`config.mk`:
```
export PLATFORM = sky130hd
export DESIGN_NAME = stack_cpu_driver
export DESIGN_NICKNAME = d
export VERILOG_FILES = /design/src/rtl/stack_cpu_driver_pkg.sv /design/src/rtl/stack_cpu_driver_cmd_fifo.sv /design/src/rtl/stack_cpu_driver.sv
export SDC_FILE = /design/constraint.sdc
export NUM_CORES = 1
export LEC_CHECK = 0
export BUFFER_PORTS_ARGS = -buffer_cell sky130_fd_sc_hd__buf_2
export CAP_MARGIN = 20
export CORE_UTILIZATION = 40
export CTS_BUF_LIST = sky130_fd_sc_hd__clkbuf_4 sky130_fd_sc_hd__clkbuf_8
export DETAILED_ROUTE_END_ITERATION = 8
export PLACE_DENSITY_LB_ADDON = 0.1
export SLEW_MARGIN = 15
export SYNTH_ARGS = -nofsm -noshare
export SYNTH_HDL_FRONTEND = slang
export SYNTH_SLANG_ARGS = --single-unit
```
`constraint.sdc`:
```
create_clock -name clk -period 1.6 [get_ports clk]
set_input_delay 0.24 -clock clk [delete_from_list [all_inputs] [get_ports clk]]
set_output_delay 0.24 -clock clk [all_outputs]
set_load 0.01 [all_outputs]
```
`src/rtl/stack_cpu_driver_pkg.sv`:
```
// stack_cpu_driver_pkg: opcodes, command layout, FSM states and decode helpers for the stack_cpu driver.
package stack_cpu_driver_pkg;
  typedef enum logic [3:0] {
    OP_NOOP = 4'd0,
    OP_PUSH = 4'd1,
    OP_POP  = 4'd2,
    OP_OUTL = 4'd3,
    OP_OUTH = 4'd4,
    OP_SWAP = 4'd5,
    OP_PEEK = 4'd6,
    OP_DUP  = 4'd7,
    OP_AND  = 4'd8
  } op_t;
  typedef enum logic [1:0] {S_CRST, S_IDLE, S_EXEC} state_t;
  typedef struct packed {
    logic [3:0] op;
    logic [3:0] arg;
  } cmd_t;
  localparam logic [1:0] MODE_CPU = 2'b00;
  function automatic logic [1:0] instr_len(input logic [3:0] op);
    return (op inside {OP_PUSH, OP_POP, OP_SWAP, OP_PEEK, OP_DUP, OP_AND}) ? 2'd3 : 2'd2;
  endfunction
  function automatic logic is_readback(input logic [3:0] op);
    return op == OP_OUTL || op == OP_OUTH;
  endfunction
endpackage

```
`src/rtl/stack_cpu_driver_cmd_fifo.sv`:
```
// cmd_fifo: synchronous FIFO of 8-bit {op,arg} commands with full/empty flags.
module cmd_fifo #(
  parameter int DEPTH = 4
) (
  input  logic       clk,
  input  logic       rst,
  input  logic       push,
  input  logic       pop,
  input  logic [7:0] wdata,
  output logic [7:0] rdata,
  output logic       full,
  output logic       empty
);
  localparam int AW = $clog2(DEPTH);
  logic [7:0] mem [DEPTH];
  logic [AW:0] wp, rp;
  assign rdata = mem[rp[AW-1:0]];
  assign empty = wp == rp;
  assign full = (wp[AW] != rp[AW]) && (wp[AW-1:0] == rp[AW-1:0]);
  always_ff @(posedge clk)
    if (push && !full) mem[wp[AW-1:0]] <= wdata;
  always_ff @(posedge clk or posedge rst) begin
    if (rst) begin
      wp <= '0;
      rp <= '0;
    end else begin
      if (push && !full) wp <= wp + 1'b1;
      if (pop && !empty) rp <= rp + 1'b1;
    end
  end
endmodule

```
`src/rtl/stack_cpu_driver.sv`:
```
// stack_cpu_driver: drives stack_cpu io_in (clock, reset, nibbles, mode) from a command FIFO and reads back OUTL/OUTH results.
module stack_cpu_driver
  import stack_cpu_driver_pkg::*;
#(
  parameter int FIFO_DEPTH   = 4,
  parameter int RESET_CYCLES = 2
) (
  input  logic       clk,
  input  logic       rst,
  input  logic       cmd_valid,
  output logic       cmd_ready,
  input  logic [3:0] cmd_op,
  input  logic [3:0] cmd_arg,
  input  logic [1:0] disp_mode,
  output logic [7:0] cpu_io_in,
  input  logic [7:0] cpu_io_out,
  output logic       rd_valid,
  output logic [7:0] rd_data,
  output logic       busy
);
  localparam int RCW = $clog2(RESET_CYCLES + 1);
  localparam logic [RCW-1:0] RC_LAST = RCW'(RESET_CYCLES);
  state_t state;
  logic phase, cpu_rst, full, empty, pop, start, capture, last;
  logic [3:0] nib;
  logic [1:0] mode, idx;
  logic [RCW-1:0] rcnt;
  cmd_t cur, head, nxt;
  cmd_fifo #(.DEPTH(FIFO_DEPTH)) u_fifo (
    .clk(clk),
    .rst(rst),
    .push(cmd_valid && cmd_ready),
    .pop(pop),
    .wdata({cmd_op, cmd_arg}),
    .rdata(head),
    .full(full),
    .empty(empty)
  );
  assign cpu_io_in = {mode, nib, cpu_rst, phase};
  assign cmd_ready = state != S_CRST && !full;
  assign busy = !(state == S_IDLE && empty);
  // phase=1 means this clk edge drops the CPU clock: the only edge where bits [7:1] may change
  assign last = idx == instr_len(cur.op) - 2'd1;
  assign start = phase && (state == S_CRST ? rcnt == RC_LAST : last);
  assign pop = start && !empty;
  assign nxt = pop ? head : '0;
  assign capture = phase && is_readback(cur.op) && idx == 2'd1;
  always_ff @(posedge clk or posedge rst) begin
    if (rst) begin
      state    <= S_CRST;
      phase    <= 1'b0;
      cpu_rst  <= 1'b1;
      nib      <= '0;
      mode     <= MODE_CPU;
      rcnt     <= '0;
      idx      <= '0;
      cur      <= '0;
      rd_valid <= 1'b0;
      rd_data  <= '0;
    end else begin
      phase    <= ~phase;
      rd_valid <= capture;
      if (capture) rd_data <= cpu_io_out;
      if (state == S_CRST && !phase && rcnt != RC_LAST) rcnt <= rcnt + 1'b1;
      if (start) begin
        state   <= pop ? S_EXEC : S_IDLE;
        cpu_rst <= 1'b0;
        cur     <= nxt;
        idx     <= '0;
        nib     <= nxt.op;
        mode    <= is_readback(nxt.op) ? MODE_CPU : disp_mode;
      end else if (phase && state != S_CRST) begin
        idx  <= idx + 2'd1;
        nib  <= (cur.op == OP_PUSH && idx == 2'd1) ? cur.arg : 4'd0;
        mode <= is_readback(cur.op) ? MODE_CPU : disp_mode;
      end
    end
  end
endmodule

```
==> results.json, run 1 <==
{
  "grt_pass1_vias": 1851,
  "nNetsFinal": 304,
  "critPathBufInv": 0,
  "p_leak_uw": 0.001661,
  "tritoncts": "yes",
  "numCtsBuffers": 9,
  "rows": 30,
  "setup_viol_count_final": 48,
  "hpwlAfterDp_um": 3911,
  "worstSetupEndpointType": "flip-flop",
  "met1_usage": 0.2107,
  "area_growth_pct": 32.55,
  "die_width_um": 87.79,
  "max_freq_mhz": 553.9,
  "synth_async_sr_flop_share": 0.5362,
  "cp_slowest_cell": "mux4_2",
  "drtPass1Iterations": 4,
  "grt_use_met3": 0.03582,
  "multi_input_area_um2": 1160,
  "gr-total-overflow": 0,
  "cp_top_family": "multiplexers",
  "synth-warning-count": 0,
  "ys_types": 43,
  "path_class": "reg2reg",
  "rr_startpoint": "u_fifo.rp[0]$_DFFE_PP0P_",
  "post_dp_cell_area_um2": 3501,
  "die_h_um": 87.79,
  "core_um2": 6944,
  "critPathLaunchType": "flip-flop",
  "worstRegToRegCells": 5,
  "synth_top_area_share": 0.3264,
  "yosysTopAreaCell": "edfxtp_1",
  "avgSynthCellArea_um2": 14.94,
  "die_area_um2": 7707,
  "stdcell_area_um2": 3902,
  "relSlewSlack": 0.6572,
  "rsz0062_at_grt": "true",
  "min_period_ns": 1.805,
  "setup_tns_ns": -4.426,
  "clkSlewWorstSetupHoldPaths_ns": 0.08,
  "p_per_area_nw_per_um2": 2051,
  "ir_drop_mv": 0.7333,
  "grt_max_degree": 38,
  "insertion_delay_ns": 0.35,
  "synth.top_cells.by_area": "edfxtp_1 33%, dfrtp_1 31%, mux4_2 6.1%, mux2_2 3.8%, ha_1 3.0%",
  "drt_iter0_drc": 77,
  "synth-edff-count": 32,
  "period_share": 1.128,
  "gp_congestion": 0.7921,
  "rr_endpoint": "mode[0]$_DFFE_PP0P_",
  "routed_via_density": 4.918,
  "routed_wl_um": 5757,
  "n_fill_cell": 586,
  "clock_path_buffers": 2,
  "cap_violations": 0,
  "routedWlPerCell_um": 15.27,
  "drv_slew": 0,
  "max_slew.worst_pin.slew_ns": 0.5095,
  "grt_pass1_wl_um": 9356,
  "seq_area_um2": 1892,
  "antenna_cells": 0,
  "cp.arrival_ns": 2.02,
  "ys_ff_latch": 69,
  "synth.cell_area_um2": 2944,
  "synth_common_cells": "36 x dfrtp_1, 32 x edfxtp_1, 10 x mux2_2, 10 x o21ai_0",
  "finClkSkew_ns": 0.01001,
  "finalHoldViolCount": 0,
  "drcViolationCount": 0,
  "hp-start": "cmd_arg[1]",
  "antenna_found_initial": 0,
  "use_met2": 0.2791,
  "num_vias": 1854,
  "busiest_layer": "met2",
  "htreeDepth": 3,
  "synth_most_common_cell": "dfrtp_1",
  "io_buffers": 39,
  "io-pin-count": 40,
  "grt_usage": 0.1701,
  "ys_seq_area_frac": 0.6413,
  "timing.final.ws_setup_ns": -0.2052,
  "violations": "negative setup slack",
  "cp.required_ns": 1.82,
  "initial_core_util": 0.4240,
  "drive_above_1_share": 0.4982,
  "worstHoldPathCells": 1,
  "syn-num-nets": 225,
  "path_cells": "mux4_2 -> nor3b_2 -> a21oi_2 -> nor4_4 -> o31ai_1",
  "synthCells": 197,
  "cts_sinks": 69,
  "outcome": "finished with violations",
  "hp-class": "in2reg",
  "cts_root_buffer": "clkbuf_8",
  "ys.flop_type": "dfrtp_1",
  "drtAntennaViolNets": 0,
  "min_to": "u_fifo.mem[2][1]$_DFFE_PP_",
  "path_max_fanout": 6,
  "max_stage_delay_ns": 0.59,
  "regToRegSetupSlack_ns": -0.21
}
placed cells by master, fill, tap and decap left out, types with 2 or more instances in the layout:
cell type  count
a21o_1         4
a221o_1        4
and2_4         2
and3_1         4
and3_4         5
buf_12         2
buf_2         38
buf_4         27
buf_6          6
clkbuf_8       9
clkinv_2       2
dfrtp_1       33
dfrtp_2        3
edfxtp_1      32
ha_1           7
inv_1          7
mux2_2         9
mux4_2         8
nand2_1        6
nand2_2        2
nand2b_1       6
nor2_1         5
nor2b_1        3
nor3_1         2
nor3b_2        2
nor4b_4        2
o21ai_0        3
o21ai_1        6
o31ai_1        2
xnor2_1        3
xor2_1         2
xor2_2         2
registers in the layout, summed over array words and instances, names as in the netlist:
signal / cells
cpu_rst: 1
cur: 8
idx: 2
mode: 2
nib: 4
phase: 1
rcnt: 2
rd_data: 8
rd_valid: 1
state: 2
u_fifo.mem: 32
u_fifo.rp: 3
u_fifo.wp: 3
cells by family (layout without fill, tap and decap cells):
| group | count (synthesis) | after routing | share of synthesized area |
|---|---|---|---|
| xor gates and xnor gates | 8 | 8 | 0.02380 |
| DFF | 69 | 69 | 0.6413 |
| AOI/OAI and AO/OA | 30 | 30 | 0.07352 |
| adders and majority gates | 7 | 7 | 0.02975 |
| and+or+nand+nor | 50 | 51 | 0.1050 |
| buffers and inverters | 14 | 97 | 0.02380 |
| muxes | 19 | 19 | 0.1028 |
area by class of cell:
cell class | instances | share of cell area
Sequential cell | 69 | 0.4848
Multi-Input combinational cell | 115 | 0.2972
Timing Repair Buffer | 74 | 0.1308
Clock buffer | 10 | 0.03366
Tap cell | 96 | 0.03078
Clock inverter | 6 | 0.01603
Inverter | 7 | 0.006733
routing by layer:
| metal | vias to the layer above | routed length, µm | share of wire |
|---|---|---|---|
| met2 | 45 | 2839 | 0.49 |
| met1 | 898 | 2586 | 0.45 |
| met4 | 0 | 120 | 0.021 |
| li1 | 901 | - | - |
| met3 | 10 | 212 | 0.037 |
| met5 | - | 0 | 0 |
timing repair:
item,CTS,global route
gates resized for setup,32,8
buffers inserted,4,0
endpoints found under the hold margin,1,0
hold buffers,1,0
pin swaps,15,5
endpoints found under the setup margin,66,67
gates cloned,2,0
worst max path at each step:
| stage | startpoint | to | slack, ns | depth (start not counted) |
|---|---|---|---|---|
| after CTS | u_fifo.rp[0]$_DFFE_PP0P_ | mode[0]$_DFFE_PP0P_ | -0.23 | 5 |
| after global routing | u_fifo.rp[0]$_DFFE_PP0P_ | mode[0]$_DFFE_PP0P_ | -0.33 | 5 |
| after floorplan | u_fifo.rp[0]$_DFFE_PP0P_ | mode[0]$_DFFE_PP0P_ | -0.09 | 6 |
| final | u_fifo.rp[0]$_DFFE_PP0P_ | mode[0]$_DFFE_PP0P_ | -0.21 | 5 |
| after detailed placement | u_fifo.rp[0]$_DFFE_PP0P_ | mode[0]$_DFFE_PP0P_ | -0.31 | 5 |
| after global placement | u_fifo.rp[0]$_DFFE_PP0P_ | mode[1]$_DFFE_PP0P_ | -0.28 | 5 |
per-stage QoR:
stage                     worst slack (ns)    util  total power (µW)  hold slack (ns)  std cells
after detailed placement           -0.3097  0.5041              5943           0.3773        354
after global routing               -0.3285  0.5620              8547          0.09990        377
after global placement             -0.2780  0.5041              5930           0.3772        354
final                              -0.2052  0.5620              8006           0.1066        377
after CTS                          -0.2323  0.5575              7949          0.09712        377
after floorplan                   -0.08686       -              4758           0.3389        197
worst register-to-register path, cell delays in order, from the launching register on:
cell,delay [ns]
dfrtp_2,0.48
mux4_2,0.59
nor3b_2,0.21
a21oi_2,0.06
nor4_4,0.25
o31ai_1,0.10
power breakdown:
group          internal, µW  switching (µW)
sequential             2440             363
clock                   738             661
combinational          2040            1760
Power figures use the tool's default switching activity.
==> inputs of run 2 (changes only) <==
SYNTH_HIERARCHICAL = 1   (was default)
==> results.json, run 2 <==
{
  "path_max_fanout": 7,
  "ir_drop_mv": 0.7994,
  "hp-class": "in2reg",
  "cts_root_buffer": "clkbuf_8",
  "switching_power_uw": 3487,
  "path_class": "reg2reg",
  "drv_slew": 0,
  "critPathLaunchType": "flip-flop",
  "routedWlPerCell_um": 15.78,
  "grt_usage": 0.1764,
  "cp_top_family": "simple AND/OR/NAND/NOR gates",
  "multi_input_area_um2": 1444,
  "relSlewSlack": 0.6396,
  "gp_congestion": 0.7336,
  "timing.final.ws_setup_ns": -0.4750,
  "rows": 32,
  "switching_share": 0.3607,
  "cp.required_ns": 1.85,
  "avgSynthCellArea_um2": 14.58,
  "violations": "negative setup slack",
  "rsz0062_at_grt": "true",
  "synth.top_cells.by_area": "edfxtp_1 30%, dfrtp_1 28%, mux4_1 6.6%, mux2_2 3.2%, ha_1 2.8%",
  "worstSetupEndpointType": "flip-flop",
  "seq_area_um2": 1894,
  "cellInternalPower_uw": 6181,
  "cp.arrival_ns": 2.33,
  "max_slew.worst_pin.slew_ns": 0.5367,
  "n_fill_cell": 637,
  "final_cell_mix": "43 x buf_4, 38 x buf_2, 32 x edfxtp_1",
  "drcViolationCount": 0,
  "antenna_cells": 0,
  "io-pin-count": 40,
  "fin_cells": 423,
  "critPathBufInv": 1,
  "gr-total-overflow": 0,
  "grt_pass1_vias": 2129,
  "clock_path_buffers": 2,
  "finalHoldViolCount": 0,
  "grt_max_degree": 32,
  "yosysTopAreaCell": "edfxtp_1",
  "core_um2": 7687,
  "largest_reg_flops": 32,
  "path_cells": "nor4bb_4 -> or3_4 -> a2111oi_4 -> buf_4 -> nor3_4 -> nand2b_1 -> o31ai_2 -> a211oi_2",
  "synth-warning-count": 6,
  "setup_viol_count_final": 67,
  "die_h_um": 90.93,
  "initial_core_util": 0.4115,
  "p_comb_frac": 0.571,
  "syn-num-nets": 245,
  "cap_violations": 0,
  "period_share": 1.297,
  "final_common_cell": "buf_4",
  "nNetsFinal": 344,
  "cp_slowest_cell": "dfrtp_2",
  "io_buffers": 39,
  "tritoncts": "yes",
  "power.share.clock": 0.142,
  "finalCoreUtilization": 0.5737,
  "ys_seq_area_frac": 0.5969,
  "htreeDepth": 3,
  "hpwlAfterDp_um": 4544,
  "synth_async_sr_flop_share": 0.5362,
  "synth_top_area_share": 0.3038,
  "drive_above_1_share": 0.5421,
  "post_dp_cell_area_um2": 3872,
  "cts_sinks": 69,
  "num_vias": 2096,
  "finClkSkew_ns": 0.006912,
  "stdcell_area_um2": 4410,
  "synth-edff-count": 32,
  "die_width_um": 90.93,
  "ys_types": 48,
  "synth_most_common_cell": "dfrtp_1",
  "p_leak_uw": 0.001880,
  "insertion_delay_ns": 0.34,
  "die_area_um2": 8267,
  "outcome": "finished with violations",
  "placed_cells": 393,
  "power_uw": 9668,
  "drt_iter0_drc": 71,
  "antenna_found_initial": 0,
  "ys_ff_latch": 69,
  "synthCells": 217,
  "routed_via_density": 4.955,
  "synth.cell_area_um2": 3163,
  "max_stage_delay_ns": 0.46,
  "drtAntennaViolNets": 0,
  "min_period_ns": 2.075,
  "p_per_area_nw_per_um2": 2192,
  "clkSlewWorstSetupHoldPaths_ns": 0.07,
  "numCtsBuffers": 9,
  "area_growth_pct": 39.44,
  "ys.flop_type": "dfrtp_1",
  "max_freq_mhz": 481.9,
  "routed_wl_um": 6673,
  "grt_pass1_wl_um": 10830,
  "seqPwrFrac": 0.286,
  "drtPass1Iterations": 4,
  "synth_common_cells": "36 x dfrtp_1, 32 x edfxtp_1, 12 x inv_1, 12 x o21ai_0, 9 x mux2_2"
}
[run 2: cell types whose count changed after synthesis, moves of 3 or more]
cell / before / now
and2_1: 2 / 6
a21oi_1: 2 / 5
nor2b_1: 4 / 0
nand3_1: 3 / 0
o31ai_1: 2 / 6
nor4bb_1: 0 / 3
inv_1: 7 / 12
mux4_1: 0 / 8
a22o_1: 0 / 6
and3_1: 8 / 4
mux4_2: 8 / 0
[run 2: worst paths after layout]
kind	startpoint	to	slack, ns	cells after the start
setup / recovery	idx[1]$_DFFE_PP0P_	u_fifo/rp[1]$_DFFE_PP0P_	-0.48	8
hold / removal	disp_mode[1]	mode[1]$_DFFE_PP0P_	0.11	2
setup reg to reg	idx[1]$_DFFE_PP0P_	u_fifo/rp[1]$_DFFE_PP0P_	-0.48	8
hold reg to reg	cpu_rst$_DFFE_PP1P_	cpu_rst$_DFFE_PP1P_	0.49	1
max in group asynchronous	rst	cpu_rst$_DFFE_PP1P_	0.76	4
min in group asynchronous	rst	u_fifo/wp[1]$_DFFE_PP0P_	0.37	3
[run 2: cell families after synthesis]
logic type	count (synthesis)	synth area share
adder cells (fa/ha/maj)	7	0.02769
XOR/XNOR	10	0.03481
AND/OR/NAND/NOR	49	0.1009
AO/OA/AOI/OAI	43	0.1044
multiplexers	18	0.1017
flip-flops	69	0.5969
buffers and inverters	21	0.03362
[run 2: layout make-up]
| type | instances | share of cell area |
|---|---|---|
| clock buffers | 10 | 0.02979 |
| clock inverters | 6 | 0.01447 |
| multi-input cells | 129 | 0.3274 |
| inverters | 12 | 0.01021 |
| flip-flops and latches | 69 | 0.4295 |
| repair buffers | 95 | 0.1597 |
| well taps | 102 | 0.02894 |
[run 2: metrics by stage]
step,setup WS (ns),setup TNS [ns],hold slack [ns]
floorplan,-0.4864,-12.54,0.03096
global placement,-0.4185,-16.00,0.1991
detailed placement,-0.4658,-17.17,0.1899
CTS,-0.4210,-18.06,0.08942
global route,-0.5436,-24.23,0.09263
finish,-0.4750,-19.53,0.1071
[run 2: timing repair]
| item | 4_1_cts | 5_1_grt |
|---|---|---|
| setup buffers | 7 | 4 |
| gates resized for setup | 43 | 20 |
| cloned | 3 | 0 |
| endpoints found under the hold margin | 36 | 0 |
| endpoints found under the setup margin | 66 | 67 |
| pin swaps | 13 | 8 |
| hold buffers | 1 | 0 |
[run 2: power by group through the flow]
stage | registers, µW | logic [µW] | clock network [µW]
2_1_floorplan | 2820 | 2680 | 0
3_3_place_gp | 2750 | 4470 | 0
3_5_place_dp | 2770 | 4520 | 0
4_1_cts | 2750 | 5290 | 1420
5_1_grt | 2830 | 5970 | 1490
6_report | 2770 | 5520 | 1380
[run 2: per-layer routing]
layer	vias up	global-route usage	wire, µm
met5	-	0	0
met4	0	0.07143	98
met3	9	0.04377	193
met2	32	0.2948	3386
met1	1040	0.2188	2994
li1	1015	-	-
[run 2: worst register-to-register path: cells and delay by family (launching register included)]
family	cells	cell delay, ns
simple gates	4	0.75
compound gates	3	0.58
buf+inv	1	0.21
flops	1	0.46
